<file path="src/rtl/proc_pkg.sv">
// Shared definitions for the five-bit-opcode MIPS-style processor: opcodes,
// instruction field positions, fetch FSM states and defaults.
package proc_pkg;

  localparam int          ADDR_W_DEF = 12;
  localparam logic [31:0] NOP_INSN   = 32'h0000_0000;

  localparam logic [4:0] OP_ALU  = 5'b00000;
  localparam logic [4:0] OP_J    = 5'b00001;
  localparam logic [4:0] OP_BNE  = 5'b00010;
  localparam logic [4:0] OP_JAL  = 5'b00011;
  localparam logic [4:0] OP_JR   = 5'b00100;
  localparam logic [4:0] OP_ADDI = 5'b00101;
  localparam logic [4:0] OP_BLT  = 5'b00110;
  localparam logic [4:0] OP_SW   = 5'b00111;
  localparam logic [4:0] OP_LW   = 5'b01000;
  localparam logic [4:0] OP_SETX = 5'b10101;
  localparam logic [4:0] OP_BEX  = 5'b10110;

  localparam int OPC_MSB   = 31;
  localparam int OPC_LSB   = 27;
  localparam int RD_MSB    = 26;
  localparam int RD_LSB    = 22;
  localparam int RS_MSB    = 21;
  localparam int RS_LSB    = 17;
  localparam int RT_MSB    = 16;
  localparam int RT_LSB    = 12;
  localparam int SHAMT_MSB = 11;
  localparam int SHAMT_LSB = 7;
  localparam int ALUOP_MSB = 6;
  localparam int ALUOP_LSB = 2;
  localparam int IMM_MSB   = 16;
  localparam int IMM_LSB   = 0;
  localparam int TGT_MSB   = 26;
  localparam int TGT_LSB   = 0;

  typedef enum logic [0:0] {
    FS_IDLE = 1'b0,
    FS_RUN  = 1'b1
  } fetch_state_e;

  function automatic logic [4:0] insn_opcode(input logic [31:0] insn);
    return insn[OPC_MSB:OPC_LSB];
  endfunction

endpackage

</file>
<file path="src/rtl/fetch_skid_buf.sv">
// Two-entry in-order buffer: a registered output slot plus one skid slot.
// Empty slots hold EMPTY so the outputs never show stale payloads.
module fetch_skid_buf #(
  parameter int           W     = 8,
  parameter logic [W-1:0] EMPTY = {W{1'b0}}
) (
  input  logic         i_clock,
  input  logic         i_reset,
  input  logic         i_flush,
  input  logic         i_push,
  input  logic [W-1:0] i_push_data,
  input  logic         i_ready,
  output logic         o_valid,
  output logic [W-1:0] o_data,
  output logic         o_skid_valid
);

  logic         r_out_valid;
  logic         r_skid_valid;
  logic [W-1:0] r_out_data;
  logic [W-1:0] r_skid_data;
  logic         w_out_free;

  // The output slot can take new data when empty or when it is leaving this cycle.
  assign w_out_free = ~r_out_valid | (r_out_valid & i_ready);

  // Slot update: skid drains to the output first, so order is preserved.
  always_ff @(posedge i_clock) begin
    if (i_reset || i_flush) begin
      r_out_valid  <= 1'b0;
      r_skid_valid <= 1'b0;
      r_out_data   <= EMPTY;
      r_skid_data  <= EMPTY;
    end else if (w_out_free) begin
      if (r_skid_valid) begin
        r_out_valid  <= 1'b1;
        r_out_data   <= r_skid_data;
        r_skid_valid <= i_push;
        r_skid_data  <= i_push ? i_push_data : EMPTY;
      end else begin
        r_out_valid  <= i_push;
        r_out_data   <= i_push ? i_push_data : EMPTY;
      end
    end else if (i_push) begin
      r_skid_valid <= 1'b1;
      r_skid_data  <= i_push_data;
    end
  end

  assign o_valid      = r_out_valid;
  assign o_data       = r_out_data;
  assign o_skid_valid = r_skid_valid;

endmodule

</file>
<file path="src/rtl/instruction_fetch.sv">
// Fetch stage: owns the PC, reads the synchronous instruction memory and hands
// instructions to decode in program order, with redirect support from execute.
module instruction_fetch
  import proc_pkg::*;
#(
  parameter int                ADDR_W   = ADDR_W_DEF,
  parameter logic [ADDR_W-1:0] RESET_PC = {ADDR_W{1'b0}},
  parameter logic [31:0]       NOP      = NOP_INSN
) (
  input  logic              clock,
  input  logic              reset,
  output logic              imem_rd,
  output logic [ADDR_W-1:0] imem_addr,
  input  logic [31:0]       imem_q,
  input  logic              redirect_valid,
  input  logic [ADDR_W-1:0] redirect_pc,
  input  logic              if_ready,
  output logic              if_valid,
  output logic [31:0]       if_insn,
  output logic [ADDR_W-1:0] if_pc,
  output logic [ADDR_W-1:0] if_pc_plus1
);

  localparam int                PAY_W     = 32 + 2 * ADDR_W;
  localparam logic [ADDR_W-1:0] PC_ONE    = {{(ADDR_W-1){1'b0}}, 1'b1};
  localparam logic [PAY_W-1:0]  EMPTY_PAY = {NOP, {ADDR_W{1'b0}}, PC_ONE};

  fetch_state_e      r_state;
  fetch_state_e      w_state_next;
  logic              w_run;
  logic [ADDR_W-1:0] r_pc;
  logic [ADDR_W-1:0] r_inflight_pc;
  logic              r_inflight;
  logic              r_kill;
  logic              w_redirect;
  logic              w_deq;
  logic              w_issue;
  logic              w_push;
  logic              w_skid_valid;
  logic [1:0]        w_occ;
  logic [1:0]        w_occ_after;
  logic [PAY_W-1:0]  w_push_data;
  logic [PAY_W-1:0]  w_out_data;

  // Fetch state register.
  always_ff @(posedge clock) begin
    if (reset) begin
      r_state <= FS_IDLE;
    end else begin
      r_state <= w_state_next;
    end
  end

  // Next-state decode: IDLE lasts only while reset is held.
  always_comb begin
    w_state_next = r_state;
    w_run        = 1'b0;
    case (r_state)
      FS_IDLE: w_state_next = FS_RUN;
      FS_RUN:  w_run        = 1'b1;
      default: w_state_next = FS_IDLE;
    endcase
  end

  // The in-flight read already counts as an occupied slot, capping outstanding work at two.
  assign w_redirect  = w_run & redirect_valid;
  assign w_deq       = if_valid & if_ready;
  assign w_occ       = {1'b0, if_valid} + {1'b0, w_skid_valid} + {1'b0, r_inflight};
  assign w_occ_after = w_occ - {1'b0, w_deq};
  assign w_issue     = w_run & ~reset & ~redirect_valid & (w_occ_after < 2'd2);
  assign w_push      = r_inflight & ~r_kill;
  assign w_push_data = {imem_q, r_inflight_pc, r_inflight_pc + PC_ONE};

  assign imem_rd   = w_issue;
  assign imem_addr = r_pc;

  // PC and in-flight tracking; a redirect replaces the PC and squashes the pending read.
  always_ff @(posedge clock) begin
    if (reset) begin
      r_pc          <= RESET_PC;
      r_inflight_pc <= RESET_PC;
      r_inflight    <= 1'b0;
      r_kill        <= 1'b0;
    end else begin
      r_inflight <= w_issue;
      r_kill     <= w_redirect & r_inflight;
      if (w_issue) begin
        r_inflight_pc <= r_pc;
      end
      if (w_redirect) begin
        r_pc <= redirect_pc;
      end else if (w_issue) begin
        r_pc <= r_pc + PC_ONE;
      end
    end
  end

  fetch_skid_buf #(
    .W     (PAY_W),
    .EMPTY (EMPTY_PAY)
  ) u_skid (
    .i_clock      (clock),
    .i_reset      (reset),
    .i_flush      (w_redirect),
    .i_push       (w_push),
    .i_push_data  (w_push_data),
    .i_ready      (if_ready),
    .o_valid      (if_valid),
    .o_data       (w_out_data),
    .o_skid_valid (w_skid_valid)
  );

  assign {if_insn, if_pc, if_pc_plus1} = w_out_data;

endmodule

</file>
<file path="config.mk">
export PLATFORM = sky130hd
export DESIGN_NAME = instruction_fetch
export DESIGN_NICKNAME = d
export VERILOG_FILES = /design/src/rtl/proc_pkg.sv /design/src/rtl/fetch_skid_buf.sv /design/src/rtl/instruction_fetch.sv
export SDC_FILE = /design/constraint.sdc
export NUM_CORES = 1
export LEC_CHECK = 0
export CAP_MARGIN = 15
export CORE_AREA = 2 2 114 116
export CTS_CLUSTER_SIZE = 24
export DETAILED_ROUTE_END_ITERATION = 8
export DIE_AREA = 0 0 116 118
export PLACE_DENSITY = 0.77
export SKIP_LAST_GASP = 1
export SYNTH_ARGS = -nofsm -noshare
export SYNTH_HDL_FRONTEND = slang
export SYNTH_SLANG_ARGS = --single-unit
</file>
<file path="constraint.sdc">
create_clock -name clock -period 2.5 [get_ports clock]
set_input_delay 0.375 -clock clock [delete_from_list [all_inputs] [get_ports clock]]
set_output_delay 0.375 -clock clock [all_outputs]
set_load 0.01 [all_outputs]
</file>
==> impl_summary.txt, run 1 <==
----------------------------------------------------
[Status]
  Outcome ... completed

[GRT]
  Antenna violations before repair ... 0
  Maximum number of pins on one net before global-route repair ... 62
  Global-route wire length before repair ... 25000 um
  Tot GR Track Use ... 0.228
  Number of global-route vias before repair ... 5069
  Overall overflow remaining after global route ... 0

[Critical path]
  Type of the worst setup path ... flop to primary output
  Cell type with the highest occurrence count on the critical path ... ha_4
  Endpoint of the most critical register-to-register path ... r_inflight_pc[0]
  Data arrival at the endpoint of the critical path ... 2060 ps
  Startpoint of the lowest-slack register-to-register path ... u_skid.o_valid
  Sequence of cells on the critical path ... and2_4 -> ha_4 -> inv_2 -> ha_4 -> a21oi_2 -> mux2i_4 -> inv_1 -> buf_2
  Register-to-Register Setup Slack ... 170 ps
  Launch point of the critical path ... u_skid.o_valid
  Critical path buffers and inverters ... 3
  Worst path max stage delay ... 320 ps
  Worst setup EP type ... primary output
  Crit path max-delay family ... adder cells
  Worst setup SP type ... flop
  Highest fanout seen on the critical path ... 2
  Required time of the worst setup path ... 2120 ps
  R2r worst-path depth ... 10
  Highest-delay cell along the critical path ... dfxtp_2

[Routing]
  Remaining antenna violation count ... 0
  Final routed DRC violation total ... 0
  DR vias ... 5418
  Total Wirelength ... 15400 um
  Drt first pass iters ... 6
  1st-iter DRT viols ... 500
  Wire per inst ... 16.7 um
  Via density per instance ... 5.87

[Final layout]
  Proportion of layout cells with a drive suffix above 1 ... 0.0879
  Post-layout net count ... 791
  Syn-to-layout area delta ... 35.4%
  Most common library cell in the layout ignoring fill and taps ... dfxtp_1
  Most used cells in the layout excluding fill and tap cells ... 139 x dfxtp_1, 115 x clkdlybuf4s50_1, 106 x nor2_1
  Ant. Diodes ... 0

[Synth]
  Top cell type's share of synthesized area ... 0.499
  Synthesized-area fraction occupied by xor and xnor cells ... 0.00619
  Async set-or-reset flop fraction in the synthesized netlist ... 0
  Number of synthesis warnings ... 0
  Post-synthesis share of cell area spent on and, or, nand and nor gates ... 0.175
  Syn Area/Cell ... 8.82 um2
  Count of mapped cells out of synthesis ... 641
  #FFs+latches synth ... 141
  Adder-cell share of the synthesized area ... 0.00885
  Count of unique library cells instantiated by Yosys ... 43
  Cell type contributing the most total cell area after synthesis ... dfxtp_1
  Portion of netlist area occupied by mux cells ... 0.0272
  Prevailing post-synth register cell ... dfxtp_1
  Area fraction in compound gates after synthesis ... 0.234
  Post-synth net total ... 693
  Most area-consuming cells after synthesis ... dfxtp_1 50%, nor2_1 7.1%, a221oi_1 6.8%, a22oi_1 6.0%, nor3_1 4.2%
  Post-synth design cell area ... 5660 um2
  Post-synth EDFFs ... 0
  Proportion of synthesized chip area in sequential cells ... 0.499
  Main combinational cell family by area after synthesis ... compound AO/OA/AOI/OAI gates

[Pwr]
  Power density of the placed cells ... 664 nW/um2
  Maximum vdd drop ... 0.503 mV
  Leakage power of the design ... 2.73 nW

[Timing]
  Tightest Pin Transition ... 754 ps
  Max-slew headroom at the worst pin ... 0.496
  Max Freq ... 0.411 GHz
  Hold Vio Cnt, Final ... 0
  Worst slack on hold paths ... 457 ps
  Fin crit share ... 0.974
  Crit path time final ... 2430 ps
  Max-slew violation count ... 0
  Final worst setup slack ... 65.2 ps
  Fin Clk Skew ... 4.72 ps
  Unrepaired setup endpoints after global routing ... no
  Finish-stage setup viols ... 0

[Placed design]
  Worst Setup Slack post-DPL ... -505 ps
  Port Buffer Count ... 117
  HPWL Detailed ... 10000 um
  Placer's final routability congestion estimate ... 0.825

[Clock tree]
  Clock tree from TritonCTS ... built
  Sink count of the clock tree ... 141
  Num CTS Buffers ... 17
  Register clock-pin slew on the reported worst setup and hold paths ... 50 ps
  Number of buffers between clock root and the deepest sink ... 2
  Master cell of the clock root buffer ... clkbuf_16
  Clock latency reported for the late side of the worst-skew pair ... 420 ps
  CTS H-tree lvls ... 4

[Min path]
  HP Start ... u_skid.r_skid_data[5]
  Type of the worst min-delay path ... flop to flop
  Cell count of the worst hold path ... 2
  Worst hold endpoint ... u_skid.r_skid_data[5]

[Job]
  Number of violations of the max-capacitance limit ... 0

[Floorplanning]
  IO Count ... 118
  Starting Density ... 0.456
  Die height ... 118 um
  Core area ... 12400 um2
  Num rows ... 41
  Floorplan die area ... 13700 um2
  Die extent in x ... 116 um

----------------------------------------------------
==> per-layer routing <==
layer | track usage | part of all wire
met2 | 0.371 | 0.49
met3 | 0.0499 | 0.064
met4 | 0.0841 | 0.017
met1 | 0.295 | 0.43
met5 | 0 | 0
==> flip-flops by register name, indices dropped and copies added (netlist names) <==
register,count
u_skid.o_skid_valid,1
u_skid.o_valid,1
r_inflight_pc,12
u_skid.o_data,56
imem_addr,12
r_kill,1
r_inflight,1
r_state,1
u_skid.r_skid_data,56
==> cells in the mapped netlist (6+ instances only) <==
library cell  instances
inv_1                 8
a221oi_1             44
a31oi_1              10
o31ai_1               6
dfxtp_1             141
a22oi_1              45
a21oi_1              34
or4_1                 6
nand2_1              20
buf_1                 9
clkbuf_1             39
nor3_1               47
nand3_1              11
mux2i_1              14
o21ai_0              39
buf_2                11
nor2_1              107
==> kinds of logic (layout without fill, tap and decap cells) <==
family / after synthesis / count (layout)
AND/OR/NAND/NOR: 214 / 214
adder cells (fa/ha/maj): 4 / 4
buffers and inverters: 69 / 179
AO/OA/AOI/OAI: 194 / 194
flip-flops: 141 / 141
XOR/XNOR: 4 / 4
multiplexers: 15 / 15
==> worst max-delay path by stage <==
stage | end | cells after the start | slack (ps)
3_5_place_dp | imem_rd | 9 | -510
6_report | imem_rd | 8 | 70
4_1_cts | imem_rd | 8 | 50
5_1_grt | imem_rd | 8 | 20
3_3_place_gp | imem_rd | 9 | -520
2_1_floorplan | imem_rd | 10 | 20
==> worst register-to-register path, stage by stage, from the launching register on <==
cell and delay, ps:
dfxtp_2 320, and2_4 160, ha_4 250, inv_2 40, ha_4 230, a21oi_2 180, mux2i_4 290, buf_4 290
buf_12 200, mux2i_1 220, nor2_1 60
==> power breakdown <==
| part | total, W | switching (W) | internal (W) |
|---|---|---|---|
| Clock | 0.00240 | 0.000890 | 0.00151 |
| Sequential | 0.00232 | 0.0000410 | 0.00228 |
| Combinational | 0.000364 | 0.000178 | 0.000186 |
| Total | 0.00509 | 0.00111 | 0.00398 |
==> cell type report <==
cell class              instances  area, um2
clock buffers                  24        472
clock inverters                 7       88.8
fillers                      1062       4760
inverters                       8       30.0
multi-input cells             431       2640
flip-flops and latches        141       2830
well taps                     172        215
repair buffers                140       1390
==> metrics by stage <==
step / area [um2] / power [W] / utilization / instances / TNS (ps)
finish: 7660 / 0.00509 / 0.617 / 923 / 0
global route: 7660 / 0.00526 / 0.617 / 923 / 0
CTS: 7660 / 0.00511 / 0.617 / 923 / 0
detailed placement: 7070 / 0.00273 / 0.570 / 892 / -10170
global placement: 7070 / 0.00272 / 0.570 / 892 / -9150
floorplan: 5660 / 0.00252 / - / 641 / 0
==> repair_timing <==
action | 4_1_cts | 5_1_grt
resized for setup | 11 | 0
hold buffers | 0 | 0
buffers inserted | 0 | 0
setup endpoints to repair | 13 | 0
No activity file was read; power rests on OpenSTA's default activity.
==> run 2: changes to the inputs <==
- MAX_ROUTING_LAYER: not set -> met4
- PLACE_DENSITY: 0.77 -> 0.75
==> run 2 against run 1 <==
Utilization up 0.24 points. Total power grew 2.8%. Clock skew rose by 2.6 ps. Largest cell class unchanged.
==> impl_summary.txt, run 2 (same netlist as run 1, synthesis figures left out) <==
----------------------------------------------------
[Clock tree]
  Sink count of the clock tree ... 141 (unchanged)
  Number of buffers between clock root and the deepest sink ... 2 (unchanged)
  Master cell of the clock root buffer ... clkbuf_16
  # Post-CTS Setup Buffers ... 0 (unchanged)
  Clock tree from TritonCTS ... built
  CTS H-tree lvls ... 4 (unchanged)
  Register clock-pin slew on the reported worst setup and hold paths ... 60 ps (about the same)
  Number of hold buffers added after cts ... 0 (unchanged)
  Clock latency reported for the late side of the worst-skew pair ... 420 ps (about the same)
  Num CTS Buffers ... 17 (unchanged)

[Timing]
  Fin crit share ... 0.968 (-0.00573)
  Max Freq ... 0.413 GHz (+0.59%)
  Crit path time final ... 2420 ps (-14.3 ps)
  Fin Clk Skew ... 7.35 ps (+2.63 ps)
  Final worst setup slack ... 79.5 ps (+14.3 ps)
  Unrepaired setup endpoints after global routing ... no
  Max-slew headroom at the worst pin ... 0.536 (+0.0401)
  Finish-stage setup viols ... 0 (unchanged)
  Worst slack on hold paths ... 454 ps (-3.23 ps)
  Hold Vio Cnt, Final ... 0 (unchanged)
  Tightest Pin Transition ... 695 ps (-58.3 ps)
  Max-slew violation count ... 0 (unchanged)

[Final layout]
  Proportion of layout cells with a drive suffix above 1 ... 0.0818 (-0.00611)
  Post-layout net count ... 788 (-0.38%)
  Ant. Diodes ... 0 (unchanged)
  Syn-to-layout area delta ... 35.9%
  Layout Cells excl Fill ... 918 (-0.54%)
  Most common library cell in the layout ignoring fill and taps ... dfxtp_1
  Cell area after layout ... 7690 um2 (+0.39%)
  Most used cells in the layout excluding fill and tap cells ... 140 x dfxtp_1, 115 x clkdlybuf4s50_1, 106 x nor2_1

[Pwr]
  Post-layout total power ... 0.00523 W (+2.8%)
  Share of power burned in the clock network ... 0.486 (+0.015)
  Maximum vdd drop ... 0.339 mV (-33%)
  Pint ... 0.00412 W (+3.6%)
  Net load switching power ... 0.00111 W (about the same)
  Leakage power of the design ... 2.75 nW (+0.46%)
  Fraction of power spent switching nets ... 0.212 (-0.00603)
  Proportion of power drawn by flip-flops and latches ... 0.445 (-0.012)
  Power density of the placed cells ... 680 nW/um2 (+2.4%)
  Combinational fraction of design power ... 0.069 (-0.003)

[Routing]
  Drt first pass iters ... 6 (unchanged)
  Total Wirelength ... 15400 um (+0.21%)
  Via density per instance ... 5.84 (-0.44%)
  Remaining antenna violation count ... 0 (unchanged)
  Wire per inst ... 16.8 um (+0.76%)
  Final routed DRC violation total ... 0 (unchanged)
  1st-iter DRT viols ... 485 (-3.0%)
  DR vias ... 5365 (-0.98%)

[Floorplanning]
  Core area ... 12400 um2 (unchanged)
  Starting Density ... 0.456 (unchanged)
  Die height ... 118 um (unchanged)
  Num rows ... 41 (unchanged)
  Die extent in x ... 116 um (unchanged)
  IO Count ... 118 (unchanged)
  Floorplan die area ... 13700 um2 (unchanged)

[GRT]
  Global-route wire length before repair ... 25100 um (+0.36%)
  Number of global-route vias before repair ... 5095 (+0.51%)
  Overall overflow remaining after global route ... 0 (unchanged)
  Antenna violations before repair ... 0 (unchanged)
  Maximum number of pins on one net before global-route repair ... 62 (unchanged)
  Tot GR Track Use ... 0.233 (+0.00499)

[Min path]
  Type of the worst min-delay path ... flop to flop
  Worst hold endpoint ... u_skid.r_skid_data[7]
  HP Start ... u_skid.r_skid_data[7]
  Cell count of the worst hold path ... 2 (unchanged)

[Critical path]
  Worst setup EP type ... primary output
  Register-to-Register Setup Slack ... 150 ps (-20 ps)
  Required time of the worst setup path ... 2120 ps (about the same)
  Highest fanout seen on the critical path ... 2 (unchanged)
  R2r worst-path depth ... 10 (unchanged)
  Type of the worst setup path ... flop to primary output
  Endpoint of the most critical register-to-register path ... r_inflight_pc[3]
  Launch point of the critical path ... u_skid.o_valid
  Worst setup SP type ... flop
  Data arrival at the endpoint of the critical path ... 2050 ps (about the same)
  Startpoint of the lowest-slack register-to-register path ... u_skid.o_valid

[Placed design]
  Placer's final routability congestion estimate ... 0.821 (-0.46%)
  HPWL Detailed ... 9740 um (-2.9%)
  Count of placed standard cells including taps ... 889 (-0.34%)
  Worst Setup Slack post-DPL ... -589 ps (-83.9 ps)
  Port Buffer Count ... 117 (unchanged)
  Cell area after placement ... 7070 um2 (about the same)

[Job]
  Number of violations of the max-capacitance limit ... 0 (unchanged)

[Status]
  Outcome ... completed

----------------------------------------------------
==> run 2: cell types whose count changed in the layout (fill, tap and decap cells not counted), sizes merged <==
cell and change:
clkinv -2, clkinvlp +1, clkbuf -2, buf -3
bufinv +1
==> run 2: power by group through the flow <==
stage | clock (W) | sequential (W) | combinational, W
6_report | 0.00254 | 0.00232 | 0.000363
2_1_floorplan | 0 | 0.00237 | 0.000148
3_3_place_gp | 0 | 0.00237 | 0.000352
5_1_grt | 0.00267 | 0.00233 | 0.000392
4_1_cts | 0.00257 | 0.00232 | 0.000363
3_5_place_dp | 0 | 0.00237 | 0.000359
==> run 2: cell type report <==
cell class                      instances  area (um2)
Inverter                                8        30.0
Timing Repair Buffer                  137        1390
Clock buffer                           22         484
Fill cell                            1042        4730
Multi-Input combinational cell        431        2630
Tap cell                              172         215
Sequential cell                       141        2820
Clock inverter                          7         113
==> run 2: how the worst max path moves through the flow <==
stage | to | slack (ps) | depth (start not counted)
2_1_floorplan | imem_rd | 20 | 10
3_3_place_gp | imem_rd | -540 | 9
3_5_place_dp | imem_addr[1] | -590 | 11
4_1_cts | imem_rd | 40 | 8
5_1_grt | imem_rd | 10 | 8
6_report | imem_rd | 80 | 8
==> run 2: repair_timing <==
item | in CTS | in global routing
resized for setup | 7 | 1
setup endpoints to repair | 16 | 2
pin swaps | 1 | 0
==> run 2: critical path: stages (launching register included) <==
cell and delay, ps:
dfxtp_1 310, and2_1 140, ha_1 270, inv_1 90, ha_4 210, a21oi_4 150
mux2i_4 270, inv_1 50, buf_2 130
==> run 2: stage by stage <==
| step | TNS (ps) | utilization |
|---|---|---|
| global route | 0 | 0.619 |
| detailed placement | -12140 | 0.570 |
| global placement | -10150 | 0.570 |
| CTS | 0 | 0.619 |
| floorplan | 0 | - |
| finish | 0 | 0.619 |
==> run 2: layer usage <==
metal / vias to the layer above / track usage / part of all wire
li1: 2556 / - / -
met1: 2574 / 0.285 / 0.43
met2: 215 / 0.377 / 0.49
met3: 20 / 0.0582 / 0.065
met4: 0 / 0.0714 / 0.012
met5: - / - / 0
